[src/rtl/config_reg_pkg.sv]
// rtl/config_reg_pkg.sv - shared FSM type, default depth and byte-enable mask helper for config_reg_bank
package config_reg_pkg;

    localparam int DEFAULT_DEPTH = 24;

    typedef enum logic {
        IDLE    = 1'b0,
        RD_RESP = 1'b1
    } state_t;

    function automatic logic [7:0] byte_mask(input logic be);
        return {8{be}};
    endfunction

endpackage

[src/rtl/config_reg_bank_ch.sv]
// rtl/config_reg_bank_ch.sv - one register channel: storage, byte-enable write merge, read mux
// Optional CONFIG_REG_SHADOW_EN: writes land in shadow storage, i_commit copies it to the exported copy.
module config_reg_bank_ch
    import config_reg_pkg::*;
#(
    parameter int                    DATA_WIDTH = 32,
    parameter int                    ADDR_WIDTH = 5,
    parameter int                    DEPTH      = DEFAULT_DEPTH,
    parameter logic [DATA_WIDTH-1:0] RST_VAL    = '0
) (
    input  logic                        i_clk,
    input  logic                        i_rst_n,
    input  logic                        i_wr,
    input  logic [ADDR_WIDTH-1:0]       i_addr,
    input  logic [DATA_WIDTH-1:0]       i_wr_data,
    input  logic [DATA_WIDTH/8-1:0]     i_wr_be,
`ifdef CONFIG_REG_SHADOW_EN
    input  logic                        i_commit,
`endif
    output logic [DATA_WIDTH-1:0]       o_rd_data,
    output logic [DEPTH*DATA_WIDTH-1:0] o_cfg
);

    localparam int NB = DATA_WIDTH / 8;

    logic [DATA_WIDTH-1:0] w_mask;
    logic [DATA_WIDTH-1:0] r_store    [DEPTH];
    logic [DATA_WIDTH-1:0] w_store_nxt[DEPTH];

    for (genvar b = 0; b < NB; b++) begin : g_mask
        assign w_mask[b*8 +: 8] = byte_mask(i_wr_be[b]);
    end

    // The merged next value also feeds the commit path, so a write coinciding with commit is committed.
    always_comb begin
        for (int i = 0; i < DEPTH; i++) begin
            w_store_nxt[i] = r_store[i];
            if (i_wr && (i_addr == ADDR_WIDTH'(i))) begin
                w_store_nxt[i] = (r_store[i] & ~w_mask) | (i_wr_data & w_mask);
            end
        end
    end

    always_ff @(posedge i_clk or negedge i_rst_n) begin
        if (!i_rst_n) begin
            for (int i = 0; i < DEPTH; i++) r_store[i] <= RST_VAL;
        end else begin
            for (int i = 0; i < DEPTH; i++) r_store[i] <= w_store_nxt[i];
        end
    end

    always_comb begin
        o_rd_data = '0;
        for (int i = 0; i < DEPTH; i++) begin
            if (i_addr == ADDR_WIDTH'(i)) o_rd_data = r_store[i];
        end
    end

`ifdef CONFIG_REG_SHADOW_EN
    logic [DATA_WIDTH-1:0] r_active[DEPTH];

    always_ff @(posedge i_clk or negedge i_rst_n) begin
        if (!i_rst_n) begin
            for (int i = 0; i < DEPTH; i++) r_active[i] <= RST_VAL;
        end else if (i_commit) begin
            for (int i = 0; i < DEPTH; i++) r_active[i] <= w_store_nxt[i];
        end
    end

    for (genvar i = 0; i < DEPTH; i++) begin : g_cfg_active
        assign o_cfg[i*DATA_WIDTH +: DATA_WIDTH] = r_active[i];
    end
`else
    for (genvar i = 0; i < DEPTH; i++) begin : g_cfg_direct
        assign o_cfg[i*DATA_WIDTH +: DATA_WIDTH] = r_store[i];
    end
`endif

endmodule

[src/rtl/config_reg_bank.sv]
// rtl/config_reg_bank.sv - multi-channel host config register file with chip-select bus and held read response
// Optional CONFIG_REG_SHADOW_EN adds the commit input and shadow/active register copies.
module config_reg_bank
    import config_reg_pkg::*;
#(
    parameter int                    DATA_WIDTH = 32,
    parameter int                    ADDR_WIDTH = 5,
    parameter int                    DEPTH      = DEFAULT_DEPTH,
    parameter int                    NUM_CH     = 2,
    parameter int                    CH_WIDTH   = 1,
    parameter logic [DATA_WIDTH-1:0] RST_VAL    = '0
) (
    input  logic                               clk,
    input  logic                               rst_n,
    input  logic                               cs_n,
    input  logic                               wr_en,
    input  logic [CH_WIDTH-1:0]                ch_sel,
    input  logic [ADDR_WIDTH-1:0]              addr,
    input  logic [DATA_WIDTH-1:0]              wr_data,
    input  logic [DATA_WIDTH/8-1:0]            wr_be,
`ifdef CONFIG_REG_SHADOW_EN
    input  logic                               commit,
`endif
    output logic [DATA_WIDTH-1:0]              rd_data,
    output logic                               resp,
    output logic                               err,
    output logic                               busy,
    output logic [NUM_CH*DEPTH*DATA_WIDTH-1:0] cfg_out
);

    localparam logic [ADDR_WIDTH:0] LP_DEPTH  = (ADDR_WIDTH+1)'(DEPTH);
    localparam logic [CH_WIDTH:0]   LP_NUM_CH = (CH_WIDTH+1)'(NUM_CH);

    state_t                r_state;
    state_t                w_state_nxt;
    logic [DATA_WIDTH-1:0] r_rd_data;
    logic                  r_err;
    logic                  w_legal;
    logic                  w_accept;
    logic                  w_wr_accept;
    logic                  w_rd_accept;
    logic [DATA_WIDTH-1:0] w_rd_word;
    logic [DATA_WIDTH-1:0] w_ch_rd[NUM_CH];

    assign w_legal     = ({1'b0, addr} < LP_DEPTH) && ({1'b0, ch_sel} < LP_NUM_CH);
    assign w_accept    = !cs_n && (r_state == IDLE);
    assign w_wr_accept = w_accept && wr_en && w_legal;
    assign w_rd_accept = w_accept && !wr_en;

    for (genvar c = 0; c < NUM_CH; c++) begin : g_ch
        localparam logic [CH_WIDTH-1:0] LP_CH = CH_WIDTH'(c);
        config_reg_bank_ch #(
            .DATA_WIDTH (DATA_WIDTH),
            .ADDR_WIDTH (ADDR_WIDTH),
            .DEPTH      (DEPTH),
            .RST_VAL    (RST_VAL)
        ) u_ch (
            .i_clk      (clk),
            .i_rst_n    (rst_n),
            .i_wr       (w_wr_accept && (ch_sel == LP_CH)),
            .i_addr     (addr),
            .i_wr_data  (wr_data),
            .i_wr_be    (wr_be),
`ifdef CONFIG_REG_SHADOW_EN
            .i_commit   (commit),
`endif
            .o_rd_data  (w_ch_rd[c]),
            .o_cfg      (cfg_out[c*DEPTH*DATA_WIDTH +: DEPTH*DATA_WIDTH])
        );
    end

    always_comb begin
        w_rd_word = '0;
        for (int c = 0; c < NUM_CH; c++) begin
            if (ch_sel == CH_WIDTH'(c)) w_rd_word = w_ch_rd[c];
        end
    end

    always_ff @(posedge clk or negedge rst_n) begin
        if (!rst_n) r_state <= IDLE;
        else        r_state <= w_state_nxt;
    end

    // Write responses are combinational in IDLE; read responses come from RD_RESP and hold until cs_n rises.
    always_comb begin
        w_state_nxt = r_state;
        resp        = 1'b0;
        err         = 1'b0;
        case (r_state)
            IDLE: begin
                if (w_rd_accept) w_state_nxt = RD_RESP;
                if (w_accept && wr_en) begin
                    resp = 1'b1;
                    err  = !w_legal;
                end
            end
            RD_RESP: begin
                resp = 1'b1;
                err  = r_err;
                if (cs_n) w_state_nxt = IDLE;
            end
            default: w_state_nxt = IDLE;
        endcase
    end

    always_ff @(posedge clk or negedge rst_n) begin
        if (!rst_n) begin
            r_rd_data <= '0;
            r_err     <= 1'b0;
        end else if (w_rd_accept) begin
            r_rd_data <= w_legal ? w_rd_word : '0;
            r_err     <= !w_legal;
        end
    end

    assign rd_data = r_rd_data;
    assign busy    = (r_state == RD_RESP);

endmodule

[config.mk]
export PLATFORM = sky130hd
export DESIGN_NAME = config_reg_bank
export DESIGN_NICKNAME = d
export VERILOG_FILES = /design/src/rtl/config_reg_pkg.sv /design/src/rtl/config_reg_bank_ch.sv /design/src/rtl/config_reg_bank.sv
export SDC_FILE = /design/constraint.sdc
export NUM_CORES = 2
export LEC_CHECK = 0
export CELL_PAD_IN_SITES_DETAIL_PLACEMENT = 1
export CELL_PAD_IN_SITES_GLOBAL_PLACEMENT = 1
export CORE_AREA = 2 2 626 628
export DETAILED_ROUTE_END_ITERATION = 10
export DIE_AREA = 0 0 628 630
export PLACE_DENSITY = 0.45
export RECOVER_POWER = 100
export REMOVE_ABC_BUFFERS = 1
export SLEW_MARGIN = 20
export SYNTH_ARGS = -nofsm -noshare
export SYNTH_HDL_FRONTEND = slang
export SYNTH_SLANG_ARGS = --single-unit
[constraint.sdc]
create_clock -name clk -period 4.5 [get_ports clk]
set_input_delay 0.9 -clock clk [delete_from_list [all_inputs] [get_ports clk]]
set_output_delay 0.9 -clock clk [all_outputs]
set_load 0.02 [all_outputs]
======== Yosys cells after proc, flatten, opt, wreduce, memory -nomap -nowiden ========
Cells that the tools add are included.
Widths: inputs -> output; s select.
word-level totals
  logic and storage cells ................. 290
  output and inout bits ................... 1571
  input port bits ......................... 46
  flip-flop bits (word level) ............. 1570
operators by class
  bitwise logic cells ..................... 100
  reduce and logical (&&, ||, !) cells .... 58
  equal/unequal tests ..................... 23
  muxes and demuxes ....................... 57
  order comparisons ....................... 1
operators with widths
  cell                count
  $mux 32             50
  $and 32x32->32      49
  $or 32x32->32       48
  $logic_and 1x1->1   54
  $eq 5x4->1 const B  8
  $eq 5x5->1 const B  8
  $not 32->32         1
  $eq 5x3->1 const B  4
  $eq 5x2->1 const B  2
  $pmux 1 s2          3
  $eq 5x1->1 const B  1
  $logic_not 5->1     1
  $lt 5x5->1 const B  1
  $mux 1              4
  $logic_not 1->1     3
  $not 1->1           2

======== Logic depth before layout (Yosys ltp) ========
  depth after elaboration ................. 27
  gate-level depth with buffers ........... 12
  gate-level depth less buffers ........... 7

======== Hierarchy ========
A second synthesis with hierarchy kept.
second synthesis, totals
  cells, all modules ...................... 5876
  area total of the unflattened synthesis .. 74973.2 um^2
by module, submodules not included
  module              times used  area each (um^2)  cells an instance
  config_reg_bank_ch  2           36591.3           2877
  config_reg_bank     1           1790.5            122

======== Least setup slack after synthesis ========
No wires, ideal clock.
  kind .................................... input -> register
  start ................................... input port addr[1]
  end ..................................... register with a tool-made name
  data arrival time ....................... 2632 ps
  path slack .............................. 1743 ps
  data required time ...................... 4375 ps
  stages .................................. 8
  path through ............................ buf_4 -> buf_6 -> nor3_4 -> nand2_1 -> buf_2 -> buf_2 -> nor2_2 -> mux2_2
RTL lines
  what                line                   RTL
  start: declaration  config_reg_bank.sv:18  input logic [ADDR_WIDTH-1:0] addr,

======== Worst setup path in the final report ========
  start ................................... input port addr[0]
  end ..................................... register r_rd_data[15] (netlist: rd_data[15])
between the ends
  longest elaborated chain between the ends .. 27
ends and longest elaborated chain
  what                    line                      RTL
  $logic_not 5->1         config_reg_bank_ch.sv:55  if (i_addr == ADDR_WIDTH'(i)) o_rd_data = r_store[i];
  $mux 32 (24 in series)  config_reg_bank_ch.sv:55
  $mux 32                 config_reg_bank.sv:75     if (ch_sel == CH_WIDTH'(c)) w_rd_word = w_ch_rd[c];
  $mux 32 (*)             config_reg_bank.sv:111    r_rd_data <= w_legal ? w_rd_word : '0;
  end signal: assignment  config_reg_bank.sv:111
  end: declaration        config_reg_bank.sv:36     logic [DATA_WIDTH-1:0] r_rd_data;
Mark *: on every way between the ends. The rest lies on a longest branch, timed or not.
A chain may end at the register's enable or synchronous reset.

==> results.cfg <==
[status]
outcome = complete, but fails checks
failed_checks = capacitance limit, slew limit

[power_and_ir_drop]
p_seq_share_pct = 40.9
clockPowerShare_pct = 46.9
pwr-share-comb_pct = 12.2
power.leakage_nw = 50.9
power.switching_mw = 11.2
power.density_nw_per_um2 = 354
ir_drop_v = 0.000298
finalPower_mw = 37.0
intPower_mw = 25.9
swShare_pct = 30.2

[critical_path]
path_class = input pin to flop
crit_arrival_ps = 5070
cp-start-kind = input pin
cp.required_ps = 5360
r2r-start = busy
crit_path_max_fanout = 28
cp-end-kind = flop
crit_start = addr[0]

[grt]
grt_max_degree = 123
grt_pass1_vias = 67100
grt_use_total_pct = 31.3
gr-total-overflow = 0
grt_pass1_wl_um = 807000
antenna_found_initial = 113

[clock_tree]
clk_latency_ps = 950
numCtsBuffers = 202
clk_pin_slew_worst_paths_ps = 60
ctsRootBufferMaster = clkbuf_16
h-tree-depth = 4
cts_tree = built
clock_sinks = 1570
cts_resized = 0
clk_path_buf_depth = 4

[placed_design]
portBuffers = 1616
dp_cells = 12600
place_hpwl_um = 495000
gp_congestion = 0.910
placed_area_um2 = 98600

[synth]
async_flop_share_pct = 100
synth.top_cell.area_share_pct = 54.2
syn-cell-area_um2 = 72400
yosysTopAreaCell = dfrtp_1
synth.area.top_cells = dfrtp_1 (54%), mux2_2 (24%), a22oi_1 (2.4%), a21oi_1 (1.9%), nor2_2 (1.6%)
synth-seq-cells = 1570
yosysSeqAreaShare_pct = 54.2
synth_edf_count = 0
syn_avg_cell_area_um2 = 12.7
synth_ff_type = dfrtp_1
synthCells = 5705
ys_types = 101
yosysWarnings = 0

[routing]
wl_per_cell_um = 49.1
drc = 0
vias = 66300
antenna_left = 0
drt-vias-per-instance = 5.08
dr.pass1.iters = 7
wirelength_um = 640000
drt-initial-drc-count = 7028

[floorplan]
core_region_area_um2 = 388000
die_w_um = 628
start_util_pct = 18.7
io_pins = 1617
die_height_um = 630
design.die.area_um2 = 396000
rows = 229

[timing]
layout_min_cycle_time_ps = 4210
max_clock_freq_ghz = 0.237
fin_skew_ps = 54.3
tightest_slew_ps = 2640
finalHoldViolations = 0
period_share_pct = 93.6
setup_tns_ps = 0
relSlewSlack_pct = -76.1
rsz0062_at_grt = false
maxSlewViolCount = 822
setup_viol = 0

[layout]
post-route-util_pct = 26.9
fin_nets = 7680
final_area_um2 = 105000
syn_to_final_growth_pct = 44.4
final.fill_count = 42500
drive_gt1_share_pct = 32.6
fin_cells = 13000

[flow_run]
max_cap_viol_count = 16

[worst_hold_path]
hold_start = wr_data[16]
min_path_type = input pin to flop
==> routing by layer <==
| layer | up-vias | share of wire [%] | track usage (%) |
|---|---|---|---|
| met5 | - | 0.032 | 0 |
| met4 | 34 | 6.4 | 16.4 |
| met3 | 895 | 7.3 | 7.15 |
| met2 | 3518 | 46 | 50.4 |
| met1 | 36500 | 40 | 38.9 |
| li1 | 25400 | - | - |
==> per-stage QoR <==
step	hold WS [ps]	worst slack, ps
final	484	286
after global routing	425	382
after CTS	391	740
after detailed placement	496	-209
after global placement	491	-130
after floorplan	491	-78.2
==> cell families after synthesis <==
family | Yosys count | synth area share [%]
AO/OA/AOI/OAI | 1240 | 11.7
flip-flops | 1570 | 54.2
buffers and inverters | 455 | 2.94
multiplexers | 1598 | 24.8
AND/OR/NAND/NOR | 842 | 6.23
==> synthesized netlist by cell type, types with 15 or more instances <==
cell,number
a221o_1,26
a32o_1,15
buf_2,164
dfrtp_1,1570
a31oi_1,15
a222oi_1,24
a211oi_1,39
nor2_2,186
nor2_1,136
mux2_2,1553
nor2b_1,20
a2bb2oi_1,15
a21oi_1,271
a221oi_1,82
o211ai_1,23
nand2_1,238
o2bb2ai_1,19
a22oi_1,232
nand3_1,53
o22ai_1,69
nand2b_1,15
o221ai_1,40
and3_1,23
o21ai_0,218
mux2i_1,40
a22o_1,42
clkbuf_1,187
nand4_1,42
buf_4,32
buf_1,46
nor3_1,36
==> path summary, 6_finish.rpt <==
check	to	depth (start not counted)	slack [ps]
min in group asynchronous	asynchronous set/reset pin	2	610
hold reg to reg	rd_data[24]	2	490
max in group asynchronous	asynchronous set/reset pin	3	660
setup reg to reg	rd_data[3]	6	670
hold / removal	flop	2	480
setup / recovery	rd_data[15]	12	290
==> worst max-delay path, cell delays in order <==
cell and delay [ps]:
buf_8 150, clkbuf_1 300, or3b_1 440, buf_4 250
nor2_4 130, clkbuf_2 990, clkbuf_1 800, a22oi_1 200
nand3_1 200, nor2_1 70, o2111ai_1 190, o311a_1 240
==> power by group through the flow <==
| stage | clock [mW] | combinational (mW) | sequential, mW |
|---|---|---|---|
| floorplan | 0 | 0.861 | 15.6 |
| global placement | 0 | 4.71 | 15.4 |
| detailed placement | 0 | 4.73 | 15.4 |
| CTS | 17.6 | 4.75 | 15.2 |
| global route | 18.1 | 4.65 | 15.2 |
| finish | 17.4 | 4.53 | 15.2 |
==> cells in the final DEF (no fill, tap or decap), types with 24 or more instances in the layout <==
cell type and count:
a211oi_1 39, a21oi_1 269, a221o_1 26, a221oi_1 82
a222oi_1 24, a22o_1 42, a22oi_1 232, buf_12 70
buf_2 29, buf_4 361, clkbuf_1 144, clkbuf_16 202
clkbuf_8 45, clkinv_2 41, dfrtp_1 1570, diode_2 43
dlygate4sd3_1 1571, mux2_2 1552, mux2i_1 40, nand2_1 212
nand3_1 53, nand4_1 42, nor2_1 256, nor2_2 45
nor2_4 34, nor3_1 36, o21ai_0 216, o221ai_1 40
o22ai_1 69
==> repair_timing <==
item / 4_1_cts / 5_1_grt
hold endpoints to repair: 20 / 0
setup buffers: 0 / 0
hold buffers: 1 / 0
==> cell type report <==
| cell class | instances | area [µm²] | area share, % |
|---|---|---|---|
| Antenna cell | 43 | 108 | 0.103 |
| Clock buffer | 286 | 5820 | 5.57 |
| Clock inverter | 83 | 1030 | 0.988 |
| Inverter | 13 | 60.1 | 0.0574 |
| Multi-Input combinational cell | 3680 | 31100 | 29.8 |
| Sequential cell | 1570 | 39300 | 37.6 |
| Tap cell | 5197 | 6500 | 6.22 |
| Timing Repair Buffer | 2167 | 20600 | 19.7 |
Power figures use the tool's default switching activity.
